## src/rtl/jtag_tap_sync.sv

```systemverilog
// IEEE 1149.1 TAP controller with tck/tms/tdi oversampled into the clk domain.
// Optional JTAG_TRST_EN adds a synchronised trst_n that resets the TAP but keeps user_dr_out.
module jtag_tap_sync #(
  parameter int          IR_WIDTH      = 4,
  parameter logic [31:0] IDCODE        = 32'h1000_0CE3,
  parameter int          NUM_USER_DR   = 2,
  parameter int          USER_DR_WIDTH = 8,
  parameter int          SYNC_STAGES   = 2
) (
  input  logic                                   clk,
  input  logic                                   rst_n,
  input  logic                                   tck,
  input  logic                                   tms,
  input  logic                                   tdi,
`ifdef JTAG_TRST_EN
  input  logic                                   trst_n,
`endif
  output logic                                   tdo,
  output logic                                   tdo_oe,
  output logic [3:0]                             tap_state,
  output logic [IR_WIDTH-1:0]                    ir_out,
  input  logic [NUM_USER_DR*USER_DR_WIDTH-1:0]   user_dr_in,
  output logic [NUM_USER_DR*USER_DR_WIDTH-1:0]   user_dr_out,
  output logic [NUM_USER_DR-1:0]                 user_update
);

  typedef enum logic [3:0] {
    S_EX2DR   = 4'h0,
    S_EX1DR   = 4'h1,
    S_SHDR    = 4'h2,
    S_PAUSEDR = 4'h3,
    S_SELIR   = 4'h4,
    S_UPDDR   = 4'h5,
    S_CAPDR   = 4'h6,
    S_SELDR   = 4'h7,
    S_EX2IR   = 4'h8,
    S_EX1IR   = 4'h9,
    S_SHIR    = 4'hA,
    S_PAUSEIR = 4'hB,
    S_RTI     = 4'hC,
    S_UPDIR   = 4'hD,
    S_CAPIR   = 4'hE,
    S_TLR     = 4'hF
  } tap_state_e;

  logic [SYNC_STAGES-1:0] tck_sync_reg;
  logic [SYNC_STAGES-1:0] tms_sync_reg;
  logic [SYNC_STAGES-1:0] tdi_sync_reg;
  logic                   tck_prev_reg;
  logic                   tck_s;
  logic                   tms_s;
  logic                   tdi_s;
  logic                   rise;
  logic                   fall;
  logic                   tap_rst;

  tap_state_e             state_reg;
  tap_state_e             state_next;

  logic [IR_WIDTH-1:0]    ir_sr_reg;
  logic [IR_WIDTH-1:0]    ir_out_reg;
  logic [31:0]            idcode_sr_reg;
  logic                   bypass_reg;
  logic                   tdo_reg;
  logic                   tdo_oe_reg;

  logic                   sel_idcode;
  logic                   sel_bypass;
  logic [NUM_USER_DR-1:0] user_sel;
  logic [NUM_USER_DR-1:0] user_lsb;
  logic                   dr_lsb;

  // Pin synchronisers; the oldest stage is the one the TAP acts on.
  always_ff @(posedge clk) begin
    if (!rst_n) begin
      tck_sync_reg <= '0;
      tms_sync_reg <= '0;
      tdi_sync_reg <= '0;
      tck_prev_reg <= 1'b0;
    end else begin
      tck_sync_reg <= {tck_sync_reg[SYNC_STAGES-2:0], tck};
      tms_sync_reg <= {tms_sync_reg[SYNC_STAGES-2:0], tms};
      tdi_sync_reg <= {tdi_sync_reg[SYNC_STAGES-2:0], tdi};
      tck_prev_reg <= tck_sync_reg[SYNC_STAGES-1];
    end
  end

  assign tck_s = tck_sync_reg[SYNC_STAGES-1];
  assign tms_s = tms_sync_reg[SYNC_STAGES-1];
  assign tdi_s = tdi_sync_reg[SYNC_STAGES-1];
  assign rise  = tck_s & ~tck_prev_reg;
  assign fall  = ~tck_s & tck_prev_reg;

`ifdef JTAG_TRST_EN
  logic [SYNC_STAGES-1:0] trst_sync_reg;

  always_ff @(posedge clk) begin
    if (!rst_n) begin
      trst_sync_reg <= '0;
    end else begin
      trst_sync_reg <= {trst_sync_reg[SYNC_STAGES-2:0], trst_n};
    end
  end

  assign tap_rst = ~trst_sync_reg[SYNC_STAGES-1];
`else
  assign tap_rst = 1'b0;
`endif

  always_ff @(posedge clk) begin
    if (!rst_n || tap_rst) begin
      state_reg <= S_TLR;
    end else begin
      state_reg <= state_next;
    end
  end

  always_comb begin
    state_next = state_reg;
    if (rise) begin
      case (state_reg)
        S_TLR:     state_next = tms_s ? S_TLR   : S_RTI;
        S_RTI:     state_next = tms_s ? S_SELDR : S_RTI;
        S_SELDR:   state_next = tms_s ? S_SELIR : S_CAPDR;
        S_CAPDR:   state_next = tms_s ? S_EX1DR : S_SHDR;
        S_SHDR:    state_next = tms_s ? S_EX1DR : S_SHDR;
        S_EX1DR:   state_next = tms_s ? S_UPDDR : S_PAUSEDR;
        S_PAUSEDR: state_next = tms_s ? S_EX2DR : S_PAUSEDR;
        S_EX2DR:   state_next = tms_s ? S_UPDDR : S_SHDR;
        S_UPDDR:   state_next = tms_s ? S_SELDR : S_RTI;
        S_SELIR:   state_next = tms_s ? S_TLR   : S_CAPIR;
        S_CAPIR:   state_next = tms_s ? S_EX1IR : S_SHIR;
        S_SHIR:    state_next = tms_s ? S_EX1IR : S_SHIR;
        S_EX1IR:   state_next = tms_s ? S_UPDIR : S_PAUSEIR;
        S_PAUSEIR: state_next = tms_s ? S_EX2IR : S_PAUSEIR;
        S_EX2IR:   state_next = tms_s ? S_UPDIR : S_SHIR;
        S_UPDIR:   state_next = tms_s ? S_SELDR : S_RTI;
        default:   state_next = S_TLR;
      endcase
    end
  end

  // Instruction decode: anything that is neither IDCODE nor a USER code is BYPASS.
  assign sel_idcode = (ir_out_reg == IR_WIDTH'(1));
  assign sel_bypass = ~sel_idcode & ~(|user_sel);

  always_comb begin
    dr_lsb = bypass_reg;
    if (sel_idcode) begin
      dr_lsb = idcode_sr_reg[0];
    end else if (|user_sel) begin
      dr_lsb = |(user_sel & user_lsb);
    end
  end

  // IR, IDCODE and BYPASS registers plus the tdo launch on the falling tck.
  always_ff @(posedge clk) begin
    if (!rst_n || tap_rst) begin
      ir_sr_reg     <= '0;
      ir_out_reg    <= IR_WIDTH'(1);
      idcode_sr_reg <= '0;
      bypass_reg    <= 1'b0;
      tdo_reg       <= 1'b0;
      tdo_oe_reg    <= 1'b0;
    end else begin
      if (rise) begin
        case (state_reg)
          S_TLR:   ir_out_reg <= IR_WIDTH'(1);
          S_CAPIR: ir_sr_reg  <= IR_WIDTH'(1);
          S_SHIR:  ir_sr_reg  <= {tdi_s, ir_sr_reg[IR_WIDTH-1:1]};
          S_UPDIR: ir_out_reg <= ir_sr_reg;
          S_CAPDR: begin
            if (sel_idcode) idcode_sr_reg <= IDCODE;
            if (sel_bypass) bypass_reg    <= 1'b0;
          end
          S_SHDR: begin
            if (sel_idcode) idcode_sr_reg <= {tdi_s, idcode_sr_reg[31:1]};
            if (sel_bypass) bypass_reg    <= tdi_s;
          end
          default: ;
        endcase
      end
      if (fall) begin
        if (state_reg == S_SHIR) begin
          tdo_reg    <= ir_sr_reg[0];
          tdo_oe_reg <= 1'b1;
        end else if (state_reg == S_SHDR) begin
          tdo_reg    <= dr_lsb;
          tdo_oe_reg <= 1'b1;
        end else begin
          tdo_oe_reg <= 1'b0;
        end
      end
    end
  end

  // One shift/update register pair per user DR; only the decoded one reacts.
  genvar gi;
  generate
    for (gi = 0; gi < NUM_USER_DR; gi++) begin : g_user
      logic [USER_DR_WIDTH-1:0] sr_reg;
      logic [USER_DR_WIDTH-1:0] out_reg;
      logic                     upd_reg;
      logic [USER_DR_WIDTH:0]   shift_next;

      assign user_sel[gi] = (ir_out_reg == IR_WIDTH'(gi + 2));
      assign user_lsb[gi] = sr_reg[0];
      // Concatenate-then-drop keeps the shift legal for a 1-bit register.
      assign shift_next   = {tdi_s, sr_reg};

      always_ff @(posedge clk) begin
        if (!rst_n || tap_rst) begin
          sr_reg  <= '0;
          upd_reg <= 1'b0;
        end else begin
          upd_reg <= 1'b0;
          if (rise && user_sel[gi]) begin
            case (state_reg)
              S_CAPDR: sr_reg  <= user_dr_in[gi*USER_DR_WIDTH +: USER_DR_WIDTH];
              S_SHDR:  sr_reg  <= shift_next[USER_DR_WIDTH:1];
              S_UPDDR: upd_reg <= 1'b1;
              default: ;
            endcase
          end
        end
      end

      always_ff @(posedge clk) begin
        if (!rst_n) begin
          out_reg <= '0;
        end else if (!tap_rst && rise && user_sel[gi] && state_reg == S_UPDDR) begin
          out_reg <= sr_reg;
        end
      end

      assign user_dr_out[gi*USER_DR_WIDTH +: USER_DR_WIDTH] = out_reg;
      assign user_update[gi] = upd_reg;
    end
  endgenerate

  assign tap_state = state_reg;
  assign ir_out    = ir_out_reg;
  assign tdo       = tdo_reg;
  assign tdo_oe    = tdo_oe_reg;

endmodule
```

## config.mk

```make
export PLATFORM = sky130hd
export DESIGN_NAME = jtag_tap_sync
export DESIGN_NICKNAME = d
export VERILOG_FILES = /design/src/rtl/jtag_tap_sync.sv
export SDC_FILE = /design/constraint.sdc
export NUM_CORES = 1
export LEC_CHECK = 0
export BUFFER_PORTS_ARGS = -buffer_cell sky130_fd_sc_hd__clkbuf_2
export CAP_MARGIN = 10
export CORE_MARGIN = 2
export CORE_UTILIZATION = 51
export DETAILED_ROUTE_END_ITERATION = 10
export GPL_ROUTABILITY_DRIVEN = 0
export PLACE_DENSITY = 0.78
export SYNTH_ARGS = -nofsm -noshare
export SYNTH_HDL_FRONTEND = slang
export SYNTH_SLANG_ARGS = --single-unit
```

## constraint.sdc

```tcl
create_clock -name clk -period 1.9 [get_ports clk]
set_clock_uncertainty 0.2 [all_clocks]
set_input_delay 0.285 -clock clk [delete_from_list [all_inputs] [get_ports clk]]
set_output_delay 0.285 -clock clk [all_outputs]
set_load 0.01 [all_outputs]
```

# Word-level counts from Yosys, hierarchy flattened

Cells that the tools add are included.

Flip-flop bits (word level): 88
Input bits: 21
Word-level logic and storage cells: 100
Output and inout bits: 28

Reductions and logical operators: 23
Bitwise operators: 8
Mux-type cells: 30
Equal/unequal tests: 22

Operator list:

| kind                 | number |
|---|---|
| $mux W32             | 2 |
| $pmux W32 S2         | 1 |
| $pmux W4 S12         | 1 |
| $eq A4 B4 Y1 const B | 8 |
| $pmux W8 S2          | 2 |
| $eq A4 B2 Y1 const B | 4 |
| $eq A4 B3 Y1 const B | 4 |
| $pmux W4 S2          | 2 |
| $reduce_and A2 Y1    | 7 |
| $mux W2              | 6 |
| $mux W3              | 4 |
| $mux W1              | 10 |
| $eq A4 B1 Y1 const B | 2 |
| $ne A2 B2 Y1 const B | 4 |
| $reduce_and A4 Y1    | 2 |
| $reduce_bool A2 Y1   | 4 |
| $reduce_or A2 Y1     | 4 |
| $logic_and A1 B1 Y1  | 4 |
| $logic_not A4 Y1     | 1 |
| $mux W4              | 1 |
| $not A1 Y1           | 4 |
| $and A1 B1 Y1        | 3 |
| $reduce_or A3 Y1     | 1 |
| $and A2 B2 Y2        | 1 |
| $pmux W1 S2          | 1 |

# Depth between registers and ports, before layout

Gate-level depths: netlist of the first run.

Word-level depth: 7
Depth in mapped cells: 7
Mapped depth without buffers: 4

# Worst setup path before layout of the first run

Ideal clock, no wire load.

Path type: reg-to-reg
From: register ir_out_reg[1], in the netlist ir_out[1]
To: register idcode_sr_reg[10]
Period minus slack after synthesis: 2.118 ns
Required time: 1.568 ns
Arrival: 1.786 ns
Buffers on the path: 2
Stages on the path, launching flop included: 7
Path slack: -0.218 ns
Library setup time: 0.132 ns
Cells stage by stage: dfxtp_1 or4b_1 or4_1 clkbuf_1 buf_6 nor3_2 nor3_1

Cells in the longest elaborated chain, start to end: 3
Elaborated cells on any way between the ends: 4
Those cells by class: eq/ne: 3; reduce/logical: 1

Ends and longest elaborated chain:

| item                          | line | text |
|---|---|---|
| start: declaration            | 61   | `logic [IR_WIDTH-1:0] ir_out_reg;` |
| start signal: assignment      | 171  | `S_UPDIR: ir_out_reg <= ir_sr_reg;` |
| $eq A4 B1 Y1 *                | 144  | `assign sel_idcode = (ir_out_reg == IR_WIDTH'(1));` |
| $ne A2 B2 Y1 (no line)        | --   |  |
| $reduce_and A4 Y1 (no line) * | --   |  |
| end signal: assignment        | 177  | `if (sel_idcode) idcode_sr_reg <= {tdi_s, idcode_sr_reg[31:1]};` |
| end: declaration              | 62   | `logic [31:0] idcode_sr_reg;` |

Mark *: on every way between the ends. The rest lies on a longest branch, timed or not.
A chain may end at the register's enable or synchronous reset.

# Worst setup path after layout of the first run

From: register ir_out_reg[1], in the netlist ir_out[1]
To: register idcode_sr_reg[0]

Same word-level chain as after synthesis.

==> summary.md, run 1 <==
| Metric | Value |
|---|---|
| Post-Syn Nets | `roughly 430` |
| Min-delay src | `user_dr_in[10]` |
| Critical path cell sequence | `or4b_4 -> or4_4 -> buf_12 -> nor3_1 -> nor3_1` |
| Initial antenna violation count | `0` |
| Max-cap violation count | `0` |
| Clock Tree Buf Depth | `2` |
| Dpl hpwl | `between 4 and 5 mm` |
| First-pass GRT wire length | `between 10 and 15 mm` |
| Least-Margin Pin Slew | `0.516 ns` |
| Largest net degree at the start of global routing | `53` |
| Share of cells above drive strength 1 | `27.8%` |
| Root Buffer | `clkbuf_8` |
| Core Rows | `30` |
| Max-slew violations | `0` |
| Routed length per instance | `approximately 17 um` |
| Final WL | `9.57 mm` |
| Failing checks | `setup timing` |
| CP max-delay cell | `or4b_4` |
| Min cycle time layout | `2.11 ns` |
| Power Dens Cells | `771 mW/mm^2` |
| Via count | `3335` |
| Net count reported at finish | `~510` |
| Number of remaining DRC errors | `0` |
| Type of origin of the critical path | `flop` |
| Leading register cell type out of synthesis | `dfxtp_1` |
| Worst EP arrival | `2.14 ns` |
| Worst Hold Class | `primary input to flop` |
| Synth warn | `0` |
| Final antenna-violating net count | `0` |
| Final Power | `0.00364 W` |
| Post-synth ARST share | `0%` |
| Seq cells post-synth | `88` |
| Normalized max-slew margin | `65.6%` |
| CTS Sinks | `88` |
| Input/output buffers | `48` |
| TritonRoute pass-1 iters | `6` |
| CTS tree | `done` |
| VDD IR max | `382 uV` |
| Gr usage total | `22.9%` |
| Crit Path Category | `flop to flop` |
| CTS buffer count | `9` |
| Yosys cell types | `47` |
| Antenna diodes | `0` |
| Lkg Pwr | `~1.9 nW` |
| GRT overflow | `0` |
| Die Footprint | `0.00761 mm^2` |
| Final instance count without filler cells | `573` |
| Final Setup Violations | `35` |
| Final period util | `111%` |
| Required @ worst endpoint | `1.92 ns` |
| Post-Syn Area | `0.00353 mm^2` |
| Final number of hold-violating endpoints | `0` |
| Register area share after synthesis | `49.9%` |
| RSZ-0062 raised after global routing | `yes` |
| Final WS setup | `-0.212 ns` |
| Vias/cell | `5.82` |
| EDFF count, synth | `0` |
| Critical path origin | `ir_out[1]` |
| Clock transition at path regs | `about 0.10 ns` |
| Die Y | `approximately 87 um` |
| Fmax | `474 MHz` |
| Dpl cells | `528` |
| Outcome | `finished with violations` |
| Core area | `0.00676 mm^2` |
| Reg-to-reg critical path startpoint | `ir_out[1]` |
| Vias in the first global route | `2920` |
| CP endpoint kind | `flop` |
| Worst-Skew Late Latency | `0.36 ns` |
| # IOs | `around 50` |
| Max FFs per register | `32` |
| Detailed router's first-iteration violation count | `246` |
| Crit-path max FO | `32` |
| Syn Area/Cell | `slightly below 9 um^2` |
| Syn Inst Count | `405` |
| Area delta synth->final | `33.8%` |
| Htree depth | `3` |
| Slowest stage delay, CP | `0.53 ns` |
| Chip Width | `87.2 um` |
| Initial Util | `52.3%` |
| CP most frequent cell | `nor3_1` |
-- per-layer routing --
metal | global-route usage, % | vias up | wire, um
met3 | 5.02 | 28 | 508
met5 | 0 | - | 0
met1 | 28.8 | 1616 | 3960
met4 | 7.97 | 0 | 319
met2 | 38.7 | 118 | 4780
li1 | - | 1573 | -
-- final timing paths --
check | slack, ns | end | depth (start not counted)
worst max register to register | -0.21 | idcode_sr_reg[0] | 5
worst min register to register | 0.25 | tms_sync_reg[1] | 1
worst max-delay path | -0.21 | idcode_sr_reg[0] | 5
worst min-delay path | 0.01 | g_user[1].sr_reg[2] | 3
-- cell usage after synthesis (3+ instances only) --
library cell	count	area [um^2]
inv_1	6	22.5
mux2i_1	20	200
nor3_2	6	60.1
nor3b_1	3	22.5
nor2b_1	5	31.3
nor2_1	54	203
a22oi_1	3	22.5
and2_1	8	50.1
nor3_1	10	50.1
buf_4	3	22.5
nand2_1	58	218
dfxtp_1	88	1760
o21ai_0	6	30.0
buf_2	10	50.1
nand2b_1	3	18.8
clkbuf_1	21	78.8
a21oi_1	28	140
nand3_1	27	135
a311oi_1	16	140
-- logic make-up after synthesis --
| kind of cell | count (synthesis) | synth area share (%) |
|---|---|---|
| AND/OR/NAND/NOR | 189 | 26.5 |
| flip-flops | 88 | 49.9 |
| multiplexers | 21 | 5.99 |
| buffers and inverters | 42 | 5.35 |
| AO/OA/AOI/OAI | 65 | 12.3 |
-- worst max-delay path, delay by kind of cell, from the launching register on --
family / cells / cell delay, ns
flops: 1 / 0.35
simple gates: 4 / 1.25
buf+inv: 1 / 0.19
-- cell usage in the layout (no fill, tap or decap), types with 2 or more instances in the layout --
cell / count
a21oi_1: 28
a22oi_1: 3
a311oi_1: 16
and2_1: 8
buf_12: 4
buf_4: 26
buf_6: 8
bufinv_16: 3
clkbuf_16: 4
clkbuf_2: 48
clkbuf_8: 10
dfxtp_1: 81
dfxtp_2: 6
dlygate4sd3_1: 17
inv_1: 5
mux2i_1: 20
nand2_1: 58
nand2b_1: 2
nand3_1: 25
nand3_2: 2
nor2_1: 54
nor2b_1: 4
nor3_1: 9
nor3_2: 7
nor3b_1: 3
nor4_4: 2
nor4b_4: 3
o21ai_0: 6
-- metrics by stage --
| step | worst slack [ns] | setup TNS [ns] | hold slack, ns | utilization [%] | area [um^2] |
|---|---|---|---|---|---|
| 4_1_cts | -0.163 | -3.07 | 0.0100 | 66.4 | 4490 |
| 5_1_grt | -0.236 | -5.69 | 0.0291 | 69.9 | 4720 |
| 3_3_place_gp | -0.187 | -3.09 | 0.216 | 59.4 | 4010 |
| 3_5_place_dp | -0.195 | -3.84 | 0.227 | 59.4 | 4010 |
| 6_report | -0.212 | -3.73 | 0.0147 | 69.9 | 4720 |
| 2_1_floorplan | -0.163 | -3.71 | 0.207 | - | 3540 |
-- what timing repair did --
action	in CTS	in global routing
endpoints found under the hold margin	17	0
setup buffers	2	4
gates resized for setup	7	22
gates cloned	1	6
pin swaps	0	17
setup endpoints to repair	44	61
hold buffers	17	0
-- final cells by class --
| type | instances | area (um^2) |
|---|---|---|
| Tap cell | 80 | 100 |
| Clock inverter | 6 | 115 |
| Multi-Input combinational cell | 275 | 1700 |
| Clock buffer | 10 | 138 |
| Sequential cell | 88 | 1770 |
| Timing Repair Buffer | 108 | 881 |
| Fill cell | 454 | 2030 |
| Inverter | 6 | 22.5 |
-- where the power goes --
part,switching (W),internal (W),leakage (nW),total (W)
Sequential,0.0000128,0.00185,0.710,0.00187
Combinational,0.0000911,0.0000869,1.08,0.000178
Clock,0.000679,0.000919,0.128,0.00160
Total,0.000783,0.00286,1.92,0.00364
(Power assumes the default switching activity.)
==> run 2: changes to the inputs <==
- ABC_AREA: default -> 1
- GPL_TIMING_DRIVEN: default -> 0
==> run 2 against run 1 <==
- the run now ends clean
- global-route usage fell by 1.4 points
- die area is 5.3% higher
- synthesized area up 5.6%
- non-clock buffer count shrank 10
- routed wire length fell by 14%
- hold slack better by 0.023 ns
- sequential power barely moved
- core utilization is 6.4 points lower
- fmax rose by 17%
- combinational power down 13%
- cell area fell by 3.5%
- critical endpoint is now idcode_sr_reg[25]
==> summary.md, run 2 <==
| Metric | Value |
|---|---|
| First-pass GRT wire length | `13.4 mm` |
| Vias in the first global route | `2939` |
| Met1 usage | `28.7%` |
| Most frequent cells after synthesis | `dfxtp_1, nand2_1, nor2_1` |
| Clock transition at path regs | `0.09 ns` |
| Seq pwr share | `54.6%` |
| Vias/cell | `5.15` |
| Die Footprint | `0.00801 mm^2` |
| Post-Syn Area | `approximately 0.0037 mm^2` |
| Area post-placement | `0.00409 mm^2` |
| Antenna diodes | `0` |
| Least-Margin Pin Slew | `0.718 ns` |
| Number of remaining DRC errors | `0` |
| Met2 global-route usage | `between 30% and 40%` |
| Outcome | `finished clean` |
| Detailed router's first-iteration violation count | `228` |
| Final Instance Area | `0.00456 mm^2` |
| Clock share of power | `40.9%` |
| Most common cell after layout, fill and taps aside | `dfxtp_1` |
| CP max-delay cell | `dfxtp_4` |
| Most frequent cells in the layout | `dfxtp_1, nand2_1, nor2_1` |
| Core area | `0.00718 mm^2` |
| Reg-to-reg critical path startpoint | `tap_state[1]` |
| Worst R2R Setup Slack | `0.09 ns` |
| Synth warn | `0` |
| Seq cells post-synth | `slightly below 90` |
| Final period util | `95.0%` |
| Yosys cell types | `27` |
| CTS tree | `done` |
| Initial Util | `roughly half` |
| Final Setup Violations | `0` |
| Gr usage total | `21.4%` |
| Core Rows | `31` |
| Type of origin of the critical path | `flop` |
| CTS Sinks | `88` |
| Max FFs per register | `32` |
| Post-synth ARST share | `0%` |
| Busiest layer in global routing | `met2` |
| Share of cells above drive strength 1 | `29.6%` |
| Root Buffer | `clkbuf_8` |
| Syn Inst Count | `456` |
| P_sw | `0.000759 W` |
| Fmax | `554 MHz` |
| Most frequent cell after synthesis | `dfxtp_1` |
| Post-Syn Nets | `477` |
| Net count reported at finish | `557` |
| Routed length per instance | `12.9 um` |
| GR Util met3 | `4.62%` |
| Lkg Pwr | `between 1.5 and 2 nW` |
| Register area share after synthesis | `47.2%` |
| RR Endpoint | `idcode_sr_reg[25]` |
| EDFF count, synth | `0` |
| Die Y | `89.5 um` |
| Required @ worst endpoint | `1.92 ns` |
| Dominant cell type by area after synthesis | `dfxtp_1` |
| GRT overflow | `0` |
| Area delta synth->final | `22.3%` |
| # IOs | `49` |
| Min cycle time layout | `1.81 ns` |
| VDD IR max | `402 uV` |
| Largest cells by area after synthesis | `dfxtp_1, nor3_2, nand2_1` |
| Worst-Skew Late Latency | `~0.36 ns` |
| Htree depth | `3` |
| Share of the synthesized area in the top cell type | `47.2%` |
| Logic pwr share | `4.5%` |
| Leading register cell type out of synthesis | `dfxtp_1` |
| FF-to-FF path depth | `8` |
| RSZ-0062 raised after global routing | `no` |
| Normalized max-slew margin | `52.1%` |
| Worst EP arrival | `1.83 ns` |
| Input/output buffers | `48` |
| Dpl hpwl | `~5.6 mm` |
| Internal | `0.00266 W` |
| Final Power | `0.00342 W` |
| Chip Width | `89.5 um` |
| Fin Setup TNS | `0 ns` |
| Critical Path Sink | `idcode_sr_reg[25]` |
| Final WL | `8.24 mm` |
| Largest net degree at the start of global routing | `15` |
| Crit-path max FO | `10` |
| Switching Share | `22.2%` |
| Final antenna-violating net count | `0` |
| Critical path cell sequence | `inv_2 -> nor2_4 -> nand3_4 -> nor2_4 -> inv_2 -> buf_6 -> a21oi_2 -> nor3_2` |
| Worst Hold Class | `primary input to flop` |
| Max-cap violation count | `0` |
| Critical path origin | `tap_state[1]` |
| Final number of hold-violating endpoints | `0` |
| CP endpoint kind | `flop` |
| Initial antenna violation count | `0` |
| Clock Tree Buf Depth | `2` |
| Slowest stage delay, CP | `roughly 0.40 ns` |
| TritonRoute pass-1 iters | `4` |
| Via count | `3298` |
| Crit Path Category | `flop to flop` |
| CTS buffer count | `9` |
| Syn Area/Cell | `8.18 um^2` |
| Max-slew violations | `0` |
| Power Dens Cells | `749 mW/mm^2` |
==> run 2: what timing repair did <==
item,in CTS,in global routing
resized for setup,1,13
setup buffers,0,9
hold endpoints to repair,12,0
endpoints found under the setup margin,21,59
hold buffers,12,0
pin swaps,0,6
==> run 2: kinds of logic after synthesis <==
family / after synthesis / share of synthesized area [%]
and+or+nand+nor: 196 / 27.0
AOI/OAI and AO/OA: 111 / 17.8
DFF: 88 / 47.2
buffers and inverters: 61 / 7.92
==> run 2: how the worst min path moves through the flow <==
stage | startpoint | slack (ns) | endpoint | cells after the start
6_report | user_dr_in[12] | 0.04 | g_user[1].sr_reg[4] | 5
5_1_grt | user_dr_in[9] | 0.06 | g_user[1].sr_reg[1] | 3
4_1_cts | user_dr_in[12] | 0.03 | g_user[1].sr_reg[4] | 5
3_5_place_dp | tdi_sync_reg[0] | 0.21 | tdi_sync_reg[1] | 2
3_3_place_gp | tms_sync_reg[0] | 0.19 | tms_sync_reg[1] | 2
2_1_floorplan | tck | 0.18 | tck_sync_reg[0] | 2
==> run 2: power by group through the flow <==
stage               Combinational, W  Clock (W)  Sequential (W)
detailed placement          0.000129          0         0.00191
global route                0.000174    0.00149         0.00187
global placement            0.000127          0         0.00191
finish                      0.000155    0.00140         0.00186
CTS                         0.000149    0.00141         0.00186
floorplan                  0.0000795          0         0.00191
==> run 2: final cells by class <==
class | count | area, um^2
clock inverters | 5 | 81.3
plain buffers | 29 | 184
clock buffers | 11 | 131
repair buffers | 69 | 453
fillers | 598 | 2620
multi-input cells | 307 | 1700
flip-flops and latches | 88 | 1770
inverters | 32 | 120
well taps | 99 | 124
==> run 2: worst max-delay path: cells and delay by family, from the launching register on <==
family | cells | cell delay, ns
buf+inv | 3 | 0.34
flops | 1 | 0.40
simple gates | 4 | 0.59
compound gates | 1 | 0.13
==> run 2: through the flow <==
stage               instances  hold slack [ns]  util [%]  setup WS, ns
finish                    640           0.0373      63.5        0.0941
global placement          603            0.194      57.0        0.0286
detailed placement        603            0.211      57.0       0.00540
floorplan                 456            0.183         -         0.213
CTS                       631           0.0276      61.7        0.0281
global route              640           0.0636      63.5       0.00959
==> run 2: layer usage <==
| layer | vias up | routed length (um) |
|---|---|---|
| met5 | - | 0 |
| met4 | 0 | 177 |
| met3 | 15 | 405 |
| met2 | 103 | 3770 |
| met1 | 1517 | 3880 |
| li1 | 1663 | - |
==> run 3: changes to the inputs <==
- CORE_MARGIN: 2 -> default
==> run 3 against run 2 <==
- sequential share of layout area grew 0.91 points
- total power shrank 6.2%
- routed wire length is essentially flat
- critical endpoint is now idcode_sr_reg[3]
==> summary.md, run 3 (synthesis results as in run 2) <==
| Metric | Value |
|---|---|
| Outcome | `finished clean` |
| Reg-to-reg critical path startpoint | `tap_state[1]` |
| Antenna diodes | `0` |
| Core area | `a little under 0.007 mm^2` |
| Via count | `around 3300` |
| Worst-Skew Late Latency | `0.36 ns` |
| Type of origin of the critical path | `flop` |
| Final instance count without filler cells | `approximately 630` |
| VDD IR max | `429 uV` |
| Cell family with most CP delay | `simple AND/OR/NAND/NOR gates` |
| Detailed router's first-iteration violation count | `234` |
| Number of remaining DRC errors | `0` |
| Clock Tree Buf Depth | `2` |
| Gr usage total | `22.7%` |
| First-pass GRT wire length | `13.6 mm` |
| Max-cap violation count | `0` |
| Most frequent cells in the layout | `dfxtp_1, nand2_1, nor2_1` |
| P_sw | `between 0.0007 and 0.0008 W` |
| Share of cells above drive strength 1 | `28.9%` |
| Lkg Pwr | `1.77 nW` |
| GRT overflow | `0` |
| CP max-delay cell | `dfxtp_4` |
| Crit Path Category | `flop to flop` |
| Final Setup Violations | `0` |
| FF-to-FF path depth | `8` |
| Final Instance Area | `0.00445 mm^2` |
| Worst R2R Setup Slack | `approximately 0.10 ns` |
| Seq pwr share | `58.2%` |
| Vias/cell | `between 5 and 6` |
| Crit-path max FO | `10` |
| WHS Path Cells | `5` |
| Final WL | `8.23 mm` |
| CTS buffer count | `9` |
| Final antenna-violating net count | `0` |
| Die Y | `about 90 um` |
| Final number of hold-violating endpoints | `0` |
| Chip Width | `between 80 and 90 um` |
| Worst Hold Class | `primary input to flop` |
| Buf/Inv on CP | `3` |
| Input/output buffers | `48` |
| Final period util | `a little over nine tenths` |
| Most common cell after layout, fill and taps aside | `dfxtp_1` |
| RR Endpoint | `idcode_sr_reg[3]` |
| Area of the multi-input gates | `0.00170 mm^2` |
| Final core occ | `~64%` |
| Fin Setup TNS | `0 ns` |
| Initial Util | `a little over half` |
| # IOs | `between 40 and 50` |
| CP endpoint kind | `flop` |
| Register area | `0.00177 mm^2` |
| Routed length per instance | `13.0 um` |
| Die Footprint | `0.00766 mm^2` |
| Clock share of power | `around 37%` |
| Final WS setup | `0.102 ns` |
| Min cycle time layout | `1.80 ns` |
| Hold endpoint | `g_user[1].sr_reg[5]` |
| TritonRoute pass-1 iters | `4` |
| Logic pwr share | `approximately 4.8%` |
| Htree depth | `3` |
| Clock transition at path regs | `roughly 0.09 ns` |
| Root Buffer | `clkbuf_8` |
| Least-Margin Pin Slew | `0.703 ns` |
| Place WS | `0.00568 ns` |
| Power Dens Cells | `719 mW/mm^2` |
| Switching Share | `around a quarter` |
| Vias in the first global route | `about 3000` |
| Required @ worst endpoint | `1.92 ns` |
| Slowest stage delay, CP | `0.40 ns` |
| Net count reported at finish | `552` |
| Area delta synth->final | `19.5%` |
| Filler Cell Count | `just under 600` |
| Max FFs per register | `32` |
| Min-delay src | `user_dr_in[13]` |
| Fmax | `roughly 560 MHz` |
| Core Rows | `30` |
| Largest net degree at the start of global routing | `16` |
| Area post-placement | `0.00409 mm^2` |
| RSZ-0062 raised after global routing | `no` |
| Initial antenna violation count | `0` |
| Critical path cell sequence | `inv_2 -> nor2_4 -> nand3_4 -> nor2_4 -> inv_2 -> buf_6 -> a21oi_1 -> nor3_1` |
| Internal | `0.00243 W` |
| Worst EP arrival | `1.81 ns` |
| CTS Sinks | `88` |
| Dpl cells | `600` |
| Dpl hpwl | `5.65 mm` |
| Normalized max-slew margin | `53.1%` |
| Max-slew violations | `0` |
| CTS tree | `done` |
run 3: power groups by stage:
| stage | Sequential, W | Combinational (W) | Clock, W |
|---|---|---|---|
| global route | 0.00187 | 0.000170 | 0.00130 |
| detailed placement | 0.00191 | 0.000129 | 0 |
| finish | 0.00186 | 0.000153 | 0.00119 |
| CTS | 0.00186 | 0.000149 | 0.00121 |
| global placement | 0.00191 | 0.000127 | 0 |
| floorplan | 0.00191 | 0.0000795 | 0 |
run 3: worst register-to-register path: stages, from the launching register on:
cell	delay [ns]
dfxtp_4	0.40
inv_2	0.08
nor2_4	0.15
nand3_4	0.17
nor2_4	0.23
inv_2	0.10
buf_6	0.16
a21oi_1	0.12
nor3_1	0.06
run 3: final cells by class:
cell class                      count  area share [%]
Buffer                             29            3.99
Clock buffer                       10            3.09
Timing Repair Buffer               64            8.76
Tap cell                           96            2.70
Inverter                           32            2.70
Clock inverter                      6            1.01
Sequential cell                    88            39.7
Multi-Input combinational cell    307            38.1
run 3: layer usage:
| layer | global-route usage, % | wire (um) | vias to the layer above |
|---|---|---|---|
| met5 | 0 | 0 | - |
| met4 | 8.49 | 121 | 0 |
| met3 | 4.93 | 420 | 10 |
| met2 | 36.4 | 3820 | 86 |
| met1 | 30.2 | 3870 | 1513 |
| li1 | - | - | 1657 |
run 3: worst max path at each step:
stage / from / end / depth (start not counted)
final: tap_state[1] / idcode_sr_reg[3] / 8
after global routing: tap_state[1] / idcode_sr_reg[3] / 8
after CTS: ir_out[2] / idcode_sr_reg[3] / 7
after detailed placement: tap_state[1] / idcode_sr_reg[3] / 8
after global placement: tap_state[1] / idcode_sr_reg[3] / 8
after floorplan: tap_state[1] / idcode_sr_reg[3] / 8
run 3: timing repair:
action,CTS,global route
hold endpoints to repair,12,0
pin swaps,0,3
hold buffers,12,0
buffers inserted,0,4
setup endpoints to repair,8,59
resized for setup,1,9
cloned,0,0
run 3: per-stage QoR:
| step | power (W) | hold WS [ns] |
|---|---|---|
| finish | 0.00320 | 0.0524 |
| global route | 0.00333 | 0.0677 |
| CTS | 0.00322 | 0.0385 |
| detailed placement | 0.00204 | 0.197 |
| global placement | 0.00203 | 0.193 |
| floorplan | 0.00199 | 0.183 |
